==> src/rtl/key_turn_arbiter.sv <==
// Turn-based command arbiter for a two-player board game: merges the active
// player's key events into a single ready/valid command stream with undo history.
module key_turn_arbiter #(
  parameter int REPEAT_TICKS = 10,
  parameter int CNT_WIDTH    = 4
) (
  input  logic       clk,
  input  logic       rst_n,
  input  logic       tick_100hz,
  input  logic [3:0] red_s,
  input  logic [3:0] red_l,
  input  logic       red_sel,
  input  logic [3:0] blk_s,
  input  logic [3:0] blk_l,
  input  logic       blk_sel,
  input  logic       undo_req,
  input  logic       restart_req,
  input  logic       move_done,
  input  logic       cmd_ready,
  output logic       cmd_valid,
  output logic [2:0] cmd_op,
  output logic       cmd_player,
  output logic       turn,
  output logic [7:0] history_cnt
);

  typedef enum logic {
    IDLE  = 1'b0,
    ISSUE = 1'b1
  } state_t;

  localparam logic [2:0]           OP_SEL   = 3'd4;
  localparam logic [2:0]           OP_UNDO  = 3'd5;
  localparam logic [CNT_WIDTH-1:0] REP_LAST = CNT_WIDTH'(REPEAT_TICKS - 1);
  localparam logic [CNT_WIDTH-1:0] CNT_ONE  = CNT_WIDTH'(1);

  state_t               state_q, state_d;
  logic [2:0]           op_q, op_d;
  logic                 player_q, player_d;
  logic                 turn_q, turn_d;
  logic [7:0]           hist_q, hist_d;
  logic                 pend_q, pend_d;
  logic [CNT_WIDTH-1:0] rep_cnt_q, rep_cnt_d;
  logic [1:0]           rep_dir_q, rep_dir_d;
  logic                 rep_held_q, rep_held_d;

  logic [3:0] cur_s;
  logic [3:0] cur_l;
  logic       cur_sel;
  logic       any_l;
  logic [1:0] dir_now;
  logic       rep_fire;
  logic       ev_valid;
  logic [2:0] ev_op;
  logic       pend_eff;
  logic [7:0] hist_inc;
  logic [7:0] hist_dec;

  // Only the player whose turn it is can drive commands or auto-repeat.
  always_comb begin
    cur_s   = turn_q ? blk_s   : red_s;
    cur_l   = turn_q ? blk_l   : red_l;
    cur_sel = turn_q ? blk_sel : red_sel;
    any_l   = |cur_l;
    if (cur_l[0]) begin
      dir_now = 2'd0;
    end else if (cur_l[1]) begin
      dir_now = 2'd1;
    end else if (cur_l[2]) begin
      dir_now = 2'd2;
    end else begin
      dir_now = 2'd3;
    end
  end

  assign rep_fire = any_l && rep_held_q && (dir_now == rep_dir_q) &&
                    tick_100hz && (rep_cnt_q == REP_LAST);

  always_comb begin
    ev_valid = 1'b0;
    ev_op    = 3'd0;
    if (undo_req && (hist_q != 8'd0)) begin
      ev_valid = 1'b1;
      ev_op    = OP_UNDO;
    end else if (cur_sel) begin
      ev_valid = 1'b1;
      ev_op    = OP_SEL;
    end else if (cur_s[0]) begin
      ev_valid = 1'b1;
      ev_op    = 3'd0;
    end else if (cur_s[1]) begin
      ev_valid = 1'b1;
      ev_op    = 3'd1;
    end else if (cur_s[2]) begin
      ev_valid = 1'b1;
      ev_op    = 3'd2;
    end else if (cur_s[3]) begin
      ev_valid = 1'b1;
      ev_op    = 3'd3;
    end else if (rep_fire) begin
      ev_valid = 1'b1;
      ev_op    = {1'b0, dir_now};
    end
  end

  assign hist_inc = (hist_q == 8'hFF) ? hist_q : hist_q + 8'd1;
  assign hist_dec = (hist_q == 8'h00) ? hist_q : hist_q - 8'd1;
  // A move_done landing on the handshake edge itself counts as pending.
  assign pend_eff = pend_q | move_done;

  always_comb begin
    state_d  = state_q;
    op_d     = op_q;
    player_d = player_q;
    turn_d   = turn_q;
    hist_d   = hist_q;
    pend_d   = pend_q;

    if (state_q == IDLE) begin
      if (move_done) begin
        turn_d = ~turn_q;
        hist_d = hist_inc;
      end
      if (ev_valid) begin
        op_d     = ev_op;
        player_d = turn_q;
        state_d  = ISSUE;
      end
    end else begin
      if (cmd_ready) begin
        state_d = IDLE;
        pend_d  = 1'b0;
        // Undo and a deferred move cancel each other out.
        if (op_q == OP_UNDO) begin
          if (!pend_eff) begin
            turn_d = ~turn_q;
            hist_d = hist_dec;
          end
        end else if (pend_eff) begin
          turn_d = ~turn_q;
          hist_d = hist_inc;
        end
      end else if (move_done) begin
        pend_d = 1'b1;
      end
    end

    if (restart_req) begin
      state_d  = IDLE;
      op_d     = 3'd0;
      player_d = 1'b0;
      turn_d   = 1'b0;
      hist_d   = 8'd0;
      pend_d   = 1'b0;
    end
  end

  // Repeat timer restarts whenever the held direction or owner changes.
  always_comb begin
    rep_cnt_d  = rep_cnt_q;
    rep_dir_d  = rep_dir_q;
    rep_held_d = rep_held_q;
    if (restart_req || !any_l || (turn_d != turn_q)) begin
      rep_cnt_d  = '0;
      rep_held_d = 1'b0;
    end else if (!rep_held_q || (dir_now != rep_dir_q)) begin
      rep_cnt_d  = '0;
      rep_held_d = 1'b1;
      rep_dir_d  = dir_now;
    end else if (tick_100hz) begin
      rep_cnt_d = (rep_cnt_q == REP_LAST) ? '0 : rep_cnt_q + CNT_ONE;
    end
  end

  always_ff @(posedge clk or negedge rst_n) begin
    if (!rst_n) begin
      state_q    <= IDLE;
      op_q       <= 3'd0;
      player_q   <= 1'b0;
      turn_q     <= 1'b0;
      hist_q     <= 8'd0;
      pend_q     <= 1'b0;
      rep_cnt_q  <= '0;
      rep_dir_q  <= 2'd0;
      rep_held_q <= 1'b0;
    end else begin
      state_q    <= state_d;
      op_q       <= op_d;
      player_q   <= player_d;
      turn_q     <= turn_d;
      hist_q     <= hist_d;
      pend_q     <= pend_d;
      rep_cnt_q  <= rep_cnt_d;
      rep_dir_q  <= rep_dir_d;
      rep_held_q <= rep_held_d;
    end
  end

  assign cmd_valid   = (state_q == ISSUE);
  assign cmd_op      = op_q;
  assign cmd_player  = player_q;
  assign turn        = turn_q;
  assign history_cnt = hist_q;

endmodule

==> config.mk <==
export PLATFORM = sky130hd
export DESIGN_NAME = key_turn_arbiter
export DESIGN_NICKNAME = d
export VERILOG_FILES = /design/src/rtl/key_turn_arbiter.sv
export SDC_FILE = /design/constraint.sdc
export NUM_CORES = 1
export LEC_CHECK = 0
export ABC_AREA = 1
export ABC_CLOCK_PERIOD_IN_PS = 3990
export BUFFER_PORTS_ARGS = -buffer_cell sky130_fd_sc_hd__clkbuf_2
export CORE_MARGIN = 3
export CORE_UTILIZATION = 48
export DETAILED_ROUTE_END_ITERATION = 8
export HOLD_SLACK_MARGIN = 0.15
export PLACE_DENSITY = 0.73
export SLEW_MARGIN = 20
export SYNTH_ARGS = -nofsm -noshare
export SYNTH_HDL_FRONTEND = slang
export SYNTH_SLANG_ARGS = --single-unit
==> constraint.sdc <==
create_clock -name clk -period 3.99 [get_ports clk]
set_clock_uncertainty 0.15 [all_clocks]
set_input_delay 0.1995 -clock clk [delete_from_list [all_inputs] [get_ports clk]]
set_output_delay 0.1995 -clock clk [all_outputs]
set_load 0.05 [all_outputs]
[Yosys cells after proc, flatten, opt, wreduce, memory -nomap -nowiden]
Cells that the tools add are included.
Storage, ports and cells
  register bits after elaboration: 22
  input bits: 25
  logic and storage cells: 105
Operators by class
  add/sub/neg operators: 3
  equal/unequal tests: 11
  muxes and demuxes: 56
  bitwise gates (word level): 3
  reduce and logical (&&, ||, !) cells: 23
Operator list (count)
  $mux 8: 9
  $mux 1: 29
  $mux 4: 6
  $mux 3: 5
  $mux 2: 7
  $reduce_bool 3->1: 3
  $add 8x1->8 const B: 1
  $eq 8x8->1 const B: 1
  $logic_not 8->1: 1
  $ne 4x4->1 const B: 2
  $reduce_bool 8->1: 1
  $sub 8x1->8 const B: 1
  $reduce_and 2->1: 3
  $reduce_bool 2->1: 3
  $logic_and 1x1->1: 5
  $reduce_and 5->1: 1
  $add 4x1->4 const B: 1
  $eq 4x4->1 const B: 1
  $ne 4x2->1 const B: 1
  $reduce_or 4->1: 1
  $eq 3x3->1 const B: 1
  $logic_or 1x1->1: 3
  $ne 3x3->1 const B: 1
  $eq 2x2->1: 1
  other kinds (6): 8

[Depth between registers and ports, before layout]
  word-level depth: 18
  gate-level depth with buffers: 15
  gate-level depth less buffers: 15

[Worst setup path after synthesis]
No wires, ideal clock.
  path type: flip-flop to flip-flop
  from: register hist_q[0] (netlist: history_cnt[0])
  to: register op_q[0] (netlist: cmd_op[0])
  arrival time: 1.854 ns
  required time: 3.774 ns
  setup slack: 1.920 ns
  cell stages (with the launch flop): 11
  buffers on the path: 0
  cell sequence: dfrtp_1 -> inv_1 -> ha_1 -> nand3_1 -> o31ai_2 -> nand2_1 -> nor3b_2 -> nand3_1 -> nand2_2 -> nand2_1 -> nand2_1
On the way
  word-level cells in the longest chain between the ends: 6
Ends and longest elaborated chain
  from (decl): line 41  | logic [7:0] hist_q, hist_d;
  from (signal assigned): line 191  | hist_q <= hist_d;
  $reduce_bool 8->1 *: line 82  | if (undo_req && (hist_q != 8'd0)) begin
  $logic_and 1x1->1 *: line 82
  $mux 3: line 82
  $mux 3: line 124  | if (ev_valid) begin
  $mux 3: line 119  | if (state_q == IDLE) begin
  $mux 3: line 148  | if (restart_req) begin
  to (signal assigned): line 188  | op_q <= op_d;
  to (decl): line 38  | logic [2:0] op_q, op_d;
Mark *: on every way between the ends. The rest lies on a longest branch, timed or not. The select of a mux whose other input is x is not followed.
A chain may end at the register's enable or synchronous reset.

[Final worst setup path]
  from: register turn_q (netlist: turn)
  to: register op_q[2] (netlist: cmd_op[2])
On the way
  word-level cells in the longest chain between the ends: 17
Ends and longest elaborated chain
  from (decl): line 40  | logic turn_q, turn_d;
  from (signal assigned): line 190  | turn_q <= turn_d;
  $mux 4: line 62  | cur_l = turn_q ? blk_l : red_l;
  $mux 1: line 69  | end else if (cur_l[2]) begin
  $mux 2: line 67  | end else if (cur_l[1]) begin
  $mux 2: line 65  | if (cur_l[0]) begin
  $eq 2x2->1: line 76  | assign rep_fire = any_l && rep_held_q && (dir_now == rep_dir_q) &&
  $logic_and 1x1->1 (2 in series): line 76
  $logic_and 1x1->1: line 77  | tick_100hz && (rep_cnt_q == REP_LAST);
  $mux 1: line 100  | end else if (rep_fire) begin
  $mux 1: line 97  | end else if (cur_s[3]) begin
  $mux 1: line 94  | end else if (cur_s[2]) begin
  $mux 1: line 91  | end else if (cur_s[1]) begin
  $mux 1: line 88  | end else if (cur_s[0]) begin
  $mux 1: line 85  | end else if (cur_sel) begin
  $mux 1: line 82
  $reduce_bool 2->1 (no source line)
  $reduce_and 2->1 (no source line)
Parallel ways exist; a longest one is shown, timed or not. The select of a mux whose other input is x is not followed.

==> impl_metrics.yaml <==
yosys:
  synth_top_area_cell: "dfrtp_1"
  ys_ff_latch: 22
  syn_inst: 264
  synth_nets: 294
  async_flop_share_pct: 100
  synth_cell_types: 33
  netlist_area_um2: 1710
  synth_area_leaders: "dfrtp_1 32%, nand2_1 19%, inv_1 8.6%"
  synth_ff_type: "dfrtp_1"
  synth.top_cells.by_count: "87 x nand2_1, 39 x inv_1, 25 x nor2_1"
  yosysSeqAreaShare_pct: 32.3
  synth_edf_count: 0
  synth.most_common_cell: "nand2_1"
  ys_warn_count: 0
  synth.avg_cell_area_um2: 6.46
  synth_top_area_share_pct: 32.3
sta:
  finalSetupViolations: 0
  finalCriticalPeriod_ns: 2.13
  finalMaxSlewViolations: 0
  fmax_ghz: 0.469
  worst_slack_ns: 1.86
  tightestPinTransition_ns: 0.554
  rsz0062_at_grt: "no"
  finalCritPeriodShare_pct: 53.4
  hold_viol: 0
  relSlewSlack_pct: 63.1
  setup-tns-final_ns: 0
grt:
  grt_pass1_vias: 1592
  grt_max_degree: 23
  top_usage_layer: "met1"
  overflow: 0
  use_met3_pct: 3.42
  grt_pass1_wl_um: 7110
  track_usage_pct: 20.7
  use_met2_pct: 29.5
  globalRouteMet1Util_pct: 31.6
  antenna_found_initial: 0
floorplanning:
  start_util_pct: 50.4
  coreArea_um2: 3390
  die_h_um: 65.6
  fp-row-count: 21
  ios: 39
  die_x_um: 65.6
  die-area_um2: 4310
route:
  num_vias: 1716
  ant_nets: 0
  drc_errors: 0
  drtIter0Drc: 113
  firstDrtPassIters: 4
  wl_per_cell_um: 11.2
  wirelength_um: 3950
  routed_via_density: 4.85
placed_design:
  gp_congestion: 0.841
  dp_hpwl_um: 3150
  io_buffers: 38
  placed_area_um2: 1930
  place_ws_ns: 1.89
setup_path:
  reg2reg_to: "cmd_op[2]"
  critPathCaptureType: "flop"
  start_kind: "flop"
  required_ns: 4.10
  rrSetupSlack_ns: 1.86
  worstPathArrival_ns: 2.24
  r2r_cells: 10
  crit_type: "flop to flop"
  r2r-start: "turn"
  crit_fanout: 16
final_layout:
  regArea_um2: 551
  nNetsFinal: 339
  fill_cells: 331
  n_antenna_cell: 0
  drive_gt1_share_pct: 16.2
  multi_input_area_um2: 980
  area_growth_pct: 19.8
  finalInstanceArea_um2: 2040
power:
  vdd_ir_drop_max_mv: 0.204
  powerDensity_nw_per_um2: 359
  p_leak_nw: 1.12
clocking:
  cts_resized: 0
  cts.path.max_buffers: 2
  cts_root_buf: "clkbuf_4"
  cts_tree: "done"
  clk_pin_slew_ns: 0.13
  htree_levels: 1
  numCtsBuffers: 3
  cts_num_sinks: 22
  cts_setup_buffers: 0
  clk_latency_ns: 0.32
min_path:
  holdPathStages: 6
  min-delay-start: "red_l[1]"
  min_path_type: "primary input to flop"
  min_to: "rep_dir_q[1]"
run_status:
  status: "finished clean"
run:
  drv_cap: 0
[flip-flops by register name, indices dropped and copies added, names as in the netlist]
register / cells
cmd_op: 3
cmd_player: 1
cmd_valid: 1
history_cnt: 8
pend_q: 1
rep_cnt_q: 4
rep_dir_q: 2
rep_held_q: 1
turn: 1
[area by class of cell]
cell class                      count  share of cell area, %
Clock inverter                      1                   1.47
Inverter                           41                   7.53
Tap cell                           46                   2.82
Timing Repair Buffer               44                   12.2
Sequential cell                    22                   26.9
Multi-Input combinational cell    197                   47.9
Clock buffer                        3                   1.10
[per-stage QoR]
step / utilization (%) / total power, W / cells / hold WS, ns
floorplan: - / 0.000492 / 264 / -0.246
global route: 60.3 / 0.000790 / 354 / 0.218
finish: 60.3 / 0.000733 / 354 / 0.195
CTS: 60.3 / 0.000741 / 354 / 0.187
global placement: 57.0 / 0.000556 / 344 / 0.0682
detailed placement: 57.0 / 0.000559 / 344 / 0.0722
[worst max-delay path, stage by stage, from the launching register on]
cell and delay (ns):
dfrtp_1 0.69, inv_2 0.13, or2_0 0.22, o21a_1 0.14, nor2_4 0.10, nand2_1 0.07, nor3b_2 0.22, nand3_1 0.12
nand2_2 0.11, nand2_1 0.07, nand2_1 0.06
[where the power goes]
| group | internal (W) | switching (W) |
|---|---|---|
| combinational | 0.0000889 | 0.000189 |
| clock | 0.000102 | 0.0000729 |
| sequential | 0.000246 | 0.0000343 |
| total | 0.000437 | 0.000297 |
[layout by cell type, fill, tap and decap left out, types with 6 or more instances in the layout]
cell           Yosys  routed
nand3_1           14      14
inv_1             39      39
dlygate4sd3_1      0       6
xor2_1             6       6
nand2_1           87      87
dfrtp_1           22      22
nor2_1            25      25
o21ai_0           17      17
clkbuf_2           0      38
a21oi_1           10      10
[worst max-delay path by stage]
stage | from | slack [ns] | to
2_1_floorplan | history_cnt[0] | 1.92 | cmd_op[0]
3_3_place_gp | turn | 1.92 | cmd_op[2]
3_5_place_dp | turn | 1.89 | cmd_op[2]
4_1_cts | turn | 1.85 | cmd_op[2]
5_1_grt | turn | 1.57 | cmd_op[0]
6_report | turn | 1.86 | cmd_op[2]
[routing by layer]
metal / routed length (µm) / vias up / part of all wire, %
met4: 39 / 0 / 0.99
li1: - / 925 / -
met5: 0 / - / 0
met2: 1680 / 46 / 42
met3: 189 / 4 / 4.8
met1: 2050 / 741 / 52
[what timing repair did]
| item | in CTS | in global routing |
|---|---|---|
| hold endpoints to repair | 30 | 0 |
| endpoints found under the setup margin | 0 | 0 |
| hold buffers | 6 | 0 |
[cell families after synthesis]
| kind of cell | count (synthesis) | synth area share, % |
|---|---|---|
| simple gates | 142 | 35.2 |
| buf+inv | 45 | 10.3 |
| compound gates | 41 | 13.8 |
| flops | 22 | 32.3 |
| xor+xnor | 7 | 3.59 |
| fa+ha+maj | 5 | 3.67 |
| mux | 2 | 1.17 |
(Power assumes the default switching activity.)
